==> src/rtl/misr_compactor_if.sv <==
// ---------------------------------------------------------------------------
// misr_compactor_if
// Bundles the run-control, data and status signals between a BIST controller
// and the MISR compactor.
//   master : BIST controller side (drives start/enable/data/config, reads status)
//   slave  : compactor side
// Signals:
//   MISR_Start   single-cycle start pulse
//   MISR_En      scan-out slice valid this cycle
//   MISR_In      scan-chain outputs, one bit per chain
//   MISR_Mask    per-chain X mask (only when MISR_XMASK_EN is defined)
//   MISR_Poly    feedback polynomial (top bit unused)
//   MISR_Seed    initial signature, captured at start
//   MISR_Len     number of enabled cycles to compact
//   MISR_Golden  expected signature
//   MISR_Sig     current signature
//   MISR_Cnt     enabled cycles compacted so far
//   MISR_Busy    run in progress (compacting or comparing)
//   MISR_Done    run finished, MISR_Pass valid
//   MISR_Pass    signature matched golden
// Optional feature macro: MISR_XMASK_EN
// ---------------------------------------------------------------------------
interface misr_compactor_if #(
   parameter int MISR_Size = 32,
   parameter int CNT_W     = 16
);
   logic                 MISR_Start;
   logic                 MISR_En;
   logic [MISR_Size-1:0] MISR_In;
`ifdef MISR_XMASK_EN
   logic [MISR_Size-1:0] MISR_Mask;
`endif
   logic [MISR_Size-1:0] MISR_Poly;
   logic [MISR_Size-1:0] MISR_Seed;
   logic [CNT_W-1:0]     MISR_Len;
   logic [MISR_Size-1:0] MISR_Golden;
   logic [MISR_Size-1:0] MISR_Sig;
   logic [CNT_W-1:0]     MISR_Cnt;
   logic                 MISR_Busy;
   logic                 MISR_Done;
   logic                 MISR_Pass;

   modport master (
      output MISR_Start,
      output MISR_En,
      output MISR_In,
`ifdef MISR_XMASK_EN
      output MISR_Mask,
`endif
      output MISR_Poly,
      output MISR_Seed,
      output MISR_Len,
      output MISR_Golden,
      input  MISR_Sig,
      input  MISR_Cnt,
      input  MISR_Busy,
      input  MISR_Done,
      input  MISR_Pass
   );

   modport slave (
      input  MISR_Start,
      input  MISR_En,
      input  MISR_In,
`ifdef MISR_XMASK_EN
      input  MISR_Mask,
`endif
      input  MISR_Poly,
      input  MISR_Seed,
      input  MISR_Len,
      input  MISR_Golden,
      output MISR_Sig,
      output MISR_Cnt,
      output MISR_Busy,
      output MISR_Done,
      output MISR_Pass
   );
endinterface

==> src/rtl/misr_compactor.sv <==
// ---------------------------------------------------------------------------
// misr_compactor
// Multiple-input signature register with run controller at the scan-out end
// of the STUMPS BIST datapath. After a start pulse it compacts MISR_Len
// enabled slices, compares the signature with MISR_Golden for one cycle and
// then reports done/pass until the next start.
// Shift orientation matches the PRPG: right shift, feedback from bit 0.
//
// Ports:
//   clk          clock, rising edge
//   internalRst  asynchronous, active-high reset
//   bus          misr_compactor_if.slave (control, data, config, status)
//
// Optional feature macro: MISR_XMASK_EN -- when defined, chains whose
// MISR_Mask bit is set contribute 0 to the compaction step.
//
// State table:
//   state       | meaning
//   ST_IDLE     | waiting for start after reset
//   ST_COMPACT  | folding one slice into the signature per enabled cycle
//   ST_COMPARE  | one cycle: latch signature == golden into pass
//   ST_DONE     | result held; start re-runs with a fresh seed
// ---------------------------------------------------------------------------
module misr_compactor #(
   parameter int MISR_Size = 32,
   parameter int CNT_W     = 16
) (
   input logic              clk,
   input logic              internalRst,
   misr_compactor_if.slave  bus
);

   localparam int MSB = MISR_Size - 1;

   typedef enum logic [1:0] {
      ST_IDLE    = 2'd0,
      ST_COMPACT = 2'd1,
      ST_COMPARE = 2'd2,
      ST_DONE    = 2'd3
   } state_t;

   state_t               state, state_nxt;
   logic [MISR_Size-1:0] sig;
   logic [MISR_Size-1:0] sig_step;
   logic [MISR_Size-1:0] din;
   logic [CNT_W-1:0]     cnt;
   logic                 pass;
   logic                 load_seed;
   logic                 do_step;
   logic                 do_cmp;
   logic                 last_step;

   // The top polynomial bit has no tap: bit MSB is fed from bit 0 directly.
   logic unused_poly_msb;
   assign unused_poly_msb = bus.MISR_Poly[MSB];

`ifdef MISR_XMASK_EN
   assign din = bus.MISR_In & ~bus.MISR_Mask;
`else
   assign din = bus.MISR_In;
`endif

   always_comb begin
      sig_step      = '0;
      sig_step[MSB] = sig[0] ^ din[MSB];
      for (int i = 0; i < MSB; i++) begin
         sig_step[i] = (sig[0] & bus.MISR_Poly[i]) ^ sig[i+1] ^ din[i];
      end
   end

   // Len=0 never reaches COMPACT, so Len-1 cannot underflow in use.
   assign last_step = (cnt == (bus.MISR_Len - CNT_W'(1)));

   always_ff @(posedge clk or posedge internalRst) begin
      if (internalRst) begin
         state <= ST_IDLE;
      end else begin
         state <= state_nxt;
      end
   end

   always_comb begin
      state_nxt = state;
      load_seed = 1'b0;
      do_step   = 1'b0;
      do_cmp    = 1'b0;
      case (state)
         ST_IDLE, ST_DONE: begin
            if (bus.MISR_Start) begin
               load_seed = 1'b1;
               state_nxt = (bus.MISR_Len == '0) ? ST_COMPARE : ST_COMPACT;
            end
         end
         ST_COMPACT: begin
            if (bus.MISR_En) begin
               do_step = 1'b1;
               if (last_step) begin
                  state_nxt = ST_COMPARE;
               end
            end
         end
         ST_COMPARE: begin
            do_cmp    = 1'b1;
            state_nxt = ST_DONE;
         end
         default: begin
            state_nxt = ST_IDLE;
         end
      endcase
   end

   always_ff @(posedge clk or posedge internalRst) begin
      if (internalRst) begin
         sig  <= '0;
         cnt  <= '0;
         pass <= 1'b0;
      end else begin
         if (load_seed) begin
            sig  <= bus.MISR_Seed;
            cnt  <= '0;
            pass <= 1'b0;
         end else if (do_step) begin
            sig <= sig_step;
            cnt <= cnt + CNT_W'(1);
         end
         if (do_cmp) begin
            pass <= (sig == bus.MISR_Golden);
         end
      end
   end

   assign bus.MISR_Sig  = sig;
   assign bus.MISR_Cnt  = cnt;
   assign bus.MISR_Busy = (state == ST_COMPACT) || (state == ST_COMPARE);
   assign bus.MISR_Done = (state == ST_DONE);
   assign bus.MISR_Pass = pass;

endmodule

==> src/flat_wrapper.sv <==
// flat-port wrapper written by rule: the top's interface ports become plain ports
module misr_compactor_flat 
#(
   parameter int MISR_Size = 32,
   parameter int CNT_W     = 16
)
  (clk, internalRst, bus_MISR_Start, bus_MISR_En, bus_MISR_In, bus_MISR_Poly, bus_MISR_Seed, bus_MISR_Len, bus_MISR_Golden, bus_MISR_Sig, bus_MISR_Cnt, bus_MISR_Busy, bus_MISR_Done, bus_MISR_Pass);
  misr_compactor_if #(.MISR_Size(MISR_Size), .CNT_W(CNT_W)) bus_i ();
  input logic clk;
  input logic internalRst;
  input wire logic [$bits(bus_i.MISR_Start)-1:0] bus_MISR_Start;
  input wire logic [$bits(bus_i.MISR_En)-1:0] bus_MISR_En;
  input wire logic [$bits(bus_i.MISR_In)-1:0] bus_MISR_In;
  input wire logic [$bits(bus_i.MISR_Poly)-1:0] bus_MISR_Poly;
  input wire logic [$bits(bus_i.MISR_Seed)-1:0] bus_MISR_Seed;
  input wire logic [$bits(bus_i.MISR_Len)-1:0] bus_MISR_Len;
  input wire logic [$bits(bus_i.MISR_Golden)-1:0] bus_MISR_Golden;
  output wire logic [$bits(bus_i.MISR_Sig)-1:0] bus_MISR_Sig;
  output wire logic [$bits(bus_i.MISR_Cnt)-1:0] bus_MISR_Cnt;
  output wire logic [$bits(bus_i.MISR_Busy)-1:0] bus_MISR_Busy;
  output wire logic [$bits(bus_i.MISR_Done)-1:0] bus_MISR_Done;
  output wire logic [$bits(bus_i.MISR_Pass)-1:0] bus_MISR_Pass;
  assign bus_i.MISR_Start = bus_MISR_Start;
  assign bus_i.MISR_En = bus_MISR_En;
  assign bus_i.MISR_In = bus_MISR_In;
  assign bus_i.MISR_Poly = bus_MISR_Poly;
  assign bus_i.MISR_Seed = bus_MISR_Seed;
  assign bus_i.MISR_Len = bus_MISR_Len;
  assign bus_i.MISR_Golden = bus_MISR_Golden;
  assign bus_MISR_Sig = bus_i.MISR_Sig;
  assign bus_MISR_Cnt = bus_i.MISR_Cnt;
  assign bus_MISR_Busy = bus_i.MISR_Busy;
  assign bus_MISR_Done = bus_i.MISR_Done;
  assign bus_MISR_Pass = bus_i.MISR_Pass;
  misr_compactor #(.MISR_Size(MISR_Size), .CNT_W(CNT_W)) u_core (.clk(clk), .internalRst(internalRst), .bus(bus_i));
endmodule
==> config.mk <==
export PLATFORM = sky130hd
export DESIGN_NAME = misr_compactor_flat
export DESIGN_NICKNAME = d
export VERILOG_FILES = /design/src/rtl/misr_compactor_if.sv /design/src/rtl/misr_compactor.sv /design/src/flat_wrapper.sv
export SDC_FILE = /design/constraint.sdc
export NUM_CORES = 1
export LEC_CHECK = 0
export CAP_MARGIN = 0
export CORE_UTILIZATION = 41
export DETAILED_ROUTE_END_ITERATION = 6
export HOLD_SLACK_MARGIN = 0.05
export PLACE_DENSITY = 0.89
export SYNTH_ARGS = -nofsm -noshare
export SYNTH_HDL_FRONTEND = slang
export SYNTH_SLANG_ARGS = --single-unit
==> constraint.sdc <==
create_clock -name clk -period 2.44 [get_ports clk]
set_input_delay 0.366 -clock clk [delete_from_list [all_inputs] [get_ports clk]]
set_output_delay 0.366 -clock clk [all_outputs]
set_load 0.01 [all_outputs]
==> summary.md <==
| Metric | Value |
|---|---|
| Result of the run | complete, no violations |
| Post-CTS Setup Repair Bufs | 0 |
| Worst voltage drop across the vdd grid | 0.486 mV |
| Gate count after technology mapping | 508 |
| Cell class contributing the biggest share of worst-path delay | simple AND/OR/NAND/NOR gates |
| Cell with the most instances after synthesis | xnor2_1 |
| Worst path required time | 2.67 ns |
| Dpl ws | -0.342 ns |
| Core area | 9370 µm² |
| Tot Pwr | 5690 µW |
| Number of max-slew violations in the final report | 0 |
| Final worst path period need | 2.29 ns |
| Antenna violation net count after detailed routing | 0 |
| Launching element type of the critical path | input port |
| Post-synthesis cell area | 4030 µm² |
| Total of max-cap violations | 0 |
| Register area share after synthesis | 31.6% |
| Overall fraction of global-route tracks in use | 26.5% |
| Actual slew at the worst max-slew pin | 0.551 ns |
| Logic depth of the worst path, buffers included | 11 |
| Starting Density | 43.0% |
| Routability Congestion | 0.948 |
| Count of flip-flops with a built-in enable after synthesis | 0 |
| Via-to-Cell Ratio | 5.24 |
| Clock-pin slew of the registers on the worst-case setup and hold paths | 0.10 ns |
| Main combinational cell family by area after synthesis | XOR/XNOR gates |
| XOR/XNOR share of the synthesized area | 27.1% |
| Flops & latches, synth | 51 |
| Largest net degree at the start of global routing | 66 |
| Total DRC errors in the routed layout | 0 |
| Max stage delay cell, worst path | clkdlybuf4s50_1 |
| Biggest area consumer among synthesized cells | dfrtp_1 |
| Total overflow reported by the global router | 0 |
| Setup Viol. Count Final | 0 |
| RSZ-0062 raised after global routing | false |
| Total wire length | 13700 µm |
| Layout Nets | 874 |
| Port buffer count | 197 |
| Number of nets produced by synthesis | 661 |
| Area share of and/or/nand/nor cells after synthesis | 23.1% |
| Avg Cell Area, Syn | 7.94 µm² |
| Total clock sinks | 51 |
| Latest clock arrival within the worst-skew pair | 0.31 ns |
| Worst path most repeated cell | nor4b_2 |
| Count of routing violations after the opening detailed-route iteration | 203 |
| Number of iterations in the first detailed-routing pass | 4 |
| Cell at the root of the clock tree | clkbuf_8 |
| Count of vias placed by the detailed router | 4457 |
| Cells on worst reg2reg path | 9 |
| Final worst-path setup slack | 0.149 ns |
| Post-Layout Inst Area | 6530 µm² |
| Filler cell count in the final layout | 714 |
| Worst Path Arrival | 2.52 ns |
| Standard cell area after detailed placement | 6350 µm² |
| Vias in the first global route | 4232 |
| Relative slew margins | 63.2% |
| Final antenna diode count | 0 |
| Cell breakdown of the critical path | clkdlybuf4s50_1 > inv_1 > ha_1 > xor2_1 > nand3_1 > nor4b_2 > buf_4 > nand4_1 > nor4b_2 > nand4b_1 > a2bb2oi_1 |
| Final critical-path share of the clock period | 93.9% |
| Area overhead of the layout relative to synthesis | 61.9% |
| Clock tree from TritonCTS | yes |
| TritonCTS Buffers | 5 |
| Half-perimeter wire length after placement | 11000 µm |
| Placement row count | 35 |
| Number of hold-slack violations in the final timing report | 0 |
| Achievable clock frequency | 437 MHz |
| Synth Area in Compound Gates | 13.0% |
| Area contributors post-synth | dfrtp_1, xnor2_1, a21oi_1 |
| Portion of netlist area occupied by mux cells | 0.496% |
| Detail-routed net length per standard cell | 16.1 µm |
| Reported leakage power | 0.00257 µW |
| Share of async-settable or async-resettable flops after synthesis | 100% |
| Largest incremental delay on the critical path | 0.48 ns |
| Top FF cell, synth | dfrtp_1 |
| Crit path capture type | register |
| Global-route wire length before repair | 21000 µm |
| Worst path bufs/invs | 3 |
| Most frequent cells after synthesis | xnor2_1, nor2_1, a21oi_1 |
| Synthesis warning total | 0 |
| Proportion of netlist area held by the largest area contributor | 31.6% |
| CTS HTree Levels | 2 |
| Die outline area | 10200 µm² |
| Power per cell area | 871 nW/µm² |
| Aggregate negative setup slack | 0 ns |
| Clk buf depth | 2 |
| Fraction of layout instances using a drive strength above 1 | 7.20% |
| Adder and majority gate portion of the synthesized area | 1.55% |
| Overall die height | 101 µm |
| Netlist cell types | 43 |
| Hold_buf cts | 0 |
| Hold Crit Class | in2async |
| Worst clock skew | 0.0107 ns |
| Horizontal die dimension | 101 µm |
| Type of the worst setup path | in2reg |
| Maximum net fanout on the critical path | 2 |
| IO Pins | 199 |
| Number of antenna violations at the first check in global routing | 0 |
## path summary, 6_finish.rpt
| kind | startpoint | to | slack [ns] |
|---|---|---|---|
| min in group clk | u_core.bus.MISR_Pass | u_core.bus.MISR_Pass | 0.54 |
| min reg2reg | u_core.bus.MISR_Pass | u_core.bus.MISR_Pass | 0.54 |
| max in group asynchronous | internalRst | u_core.bus.MISR_Sig[16] | 1.47 |
| max reg2reg | u_core.state[1] | u_core.bus.MISR_Cnt[14] | 0.29 |
| min | internalRst | u_core.bus.MISR_Sig[25] | 0.43 |
| max | bus_MISR_Len[1] | u_core.state[1] | 0.15 |
## sequential cells by signal, indices dropped and copies added, names as in the netlist
name and count:
u_core.bus.MISR_Sig 32, u_core.bus.MISR_Pass 1, u_core.state 2, u_core.bus.MISR_Cnt 16
## routing by layer
metal / wire length, µm / GRT usage (%)
met5: 0 / 0
met4: 465 / 10.8
met3: 1040 / 4.90
met2: 7120 / 48.3
met1: 5040 / 30.6
## what timing repair did
| item | in CTS | in global routing |
|---|---|---|
| setup endpoints to repair | 2 | 2 |
| resized for setup | 1 | 8 |
| pin swaps | 0 | 4 |
## where the power goes
| group | internal (µW) | leakage (µW) | switching [µW] |
|---|---|---|---|
| Clock | 410 | 0.0000654 | 287 |
| Combinational | 1790 | 0.00188 | 1570 |
| Sequential | 1150 | 0.000621 | 485 |
## per-stage QoR
step | cells | hold WS, ns | util, %
2_1_floorplan | 508 | 0.483 | -
3_3_place_gp | 843 | 0.495 | 67.7
3_5_place_dp | 843 | 0.517 | 67.7
4_1_cts | 851 | 0.449 | 69.2
5_1_grt | 851 | 0.485 | 69.7
6_report | 851 | 0.428 | 69.7
## area by class of cell
type	count	area (µm²)	share of cell area, %
Timing Repair Buffer	228	2240	34.3
Multi-Input combinational cell	425	2680	41.1
Sequential cell	51	1280	19.5
Clock inverter	2	60.1	0.920
Clock buffer	6	72.6	1.11
Tap cell	129	161	2.47
Inverter	10	37.5	0.575
## cell families (layout without fill, tap and decap cells)
logic type                 after synthesis  count (layout)
adders and majority gates                5               5
and+or+nand+nor                        198             198
DFF                                     51              51
xor gates and xnor gates               125             125
muxes                                    2               2
buffers and inverters                   32             246
AOI/OAI and AO/OA                       95              95
## cell usage in the layout (no fill, tap or decap), drive strengths merged, types with 4 or more instances in the layout
cell type	synthesis	routed
clkdlybuf4s50	0	194
xnor2	94	94
nor2	85	85
a21oi	70	70
dfrtp	51	51
nand2	48	48
xor2	31	31
buf	3	31
nand4	14	14
nand3	12	12
inv	10	10
nor4	10	10
o21ai	9	9
nor3	7	7
clkbuf	19	6
ha	5	5
and3	4	4
a31oi	4	4
## worst reg2reg max path: stages (launching register included)
cell,delay [ns]
dfrtp_1,0.44
inv_1,0.08
ha_1,0.24
and2_1,0.17
and4_1,0.24
nand3_1,0.14
nor2_1,0.35
nand4_1,0.17
xor2_1,0.17
nor2_1,0.06
Note: power is estimated with default switching activity, not from simulation.
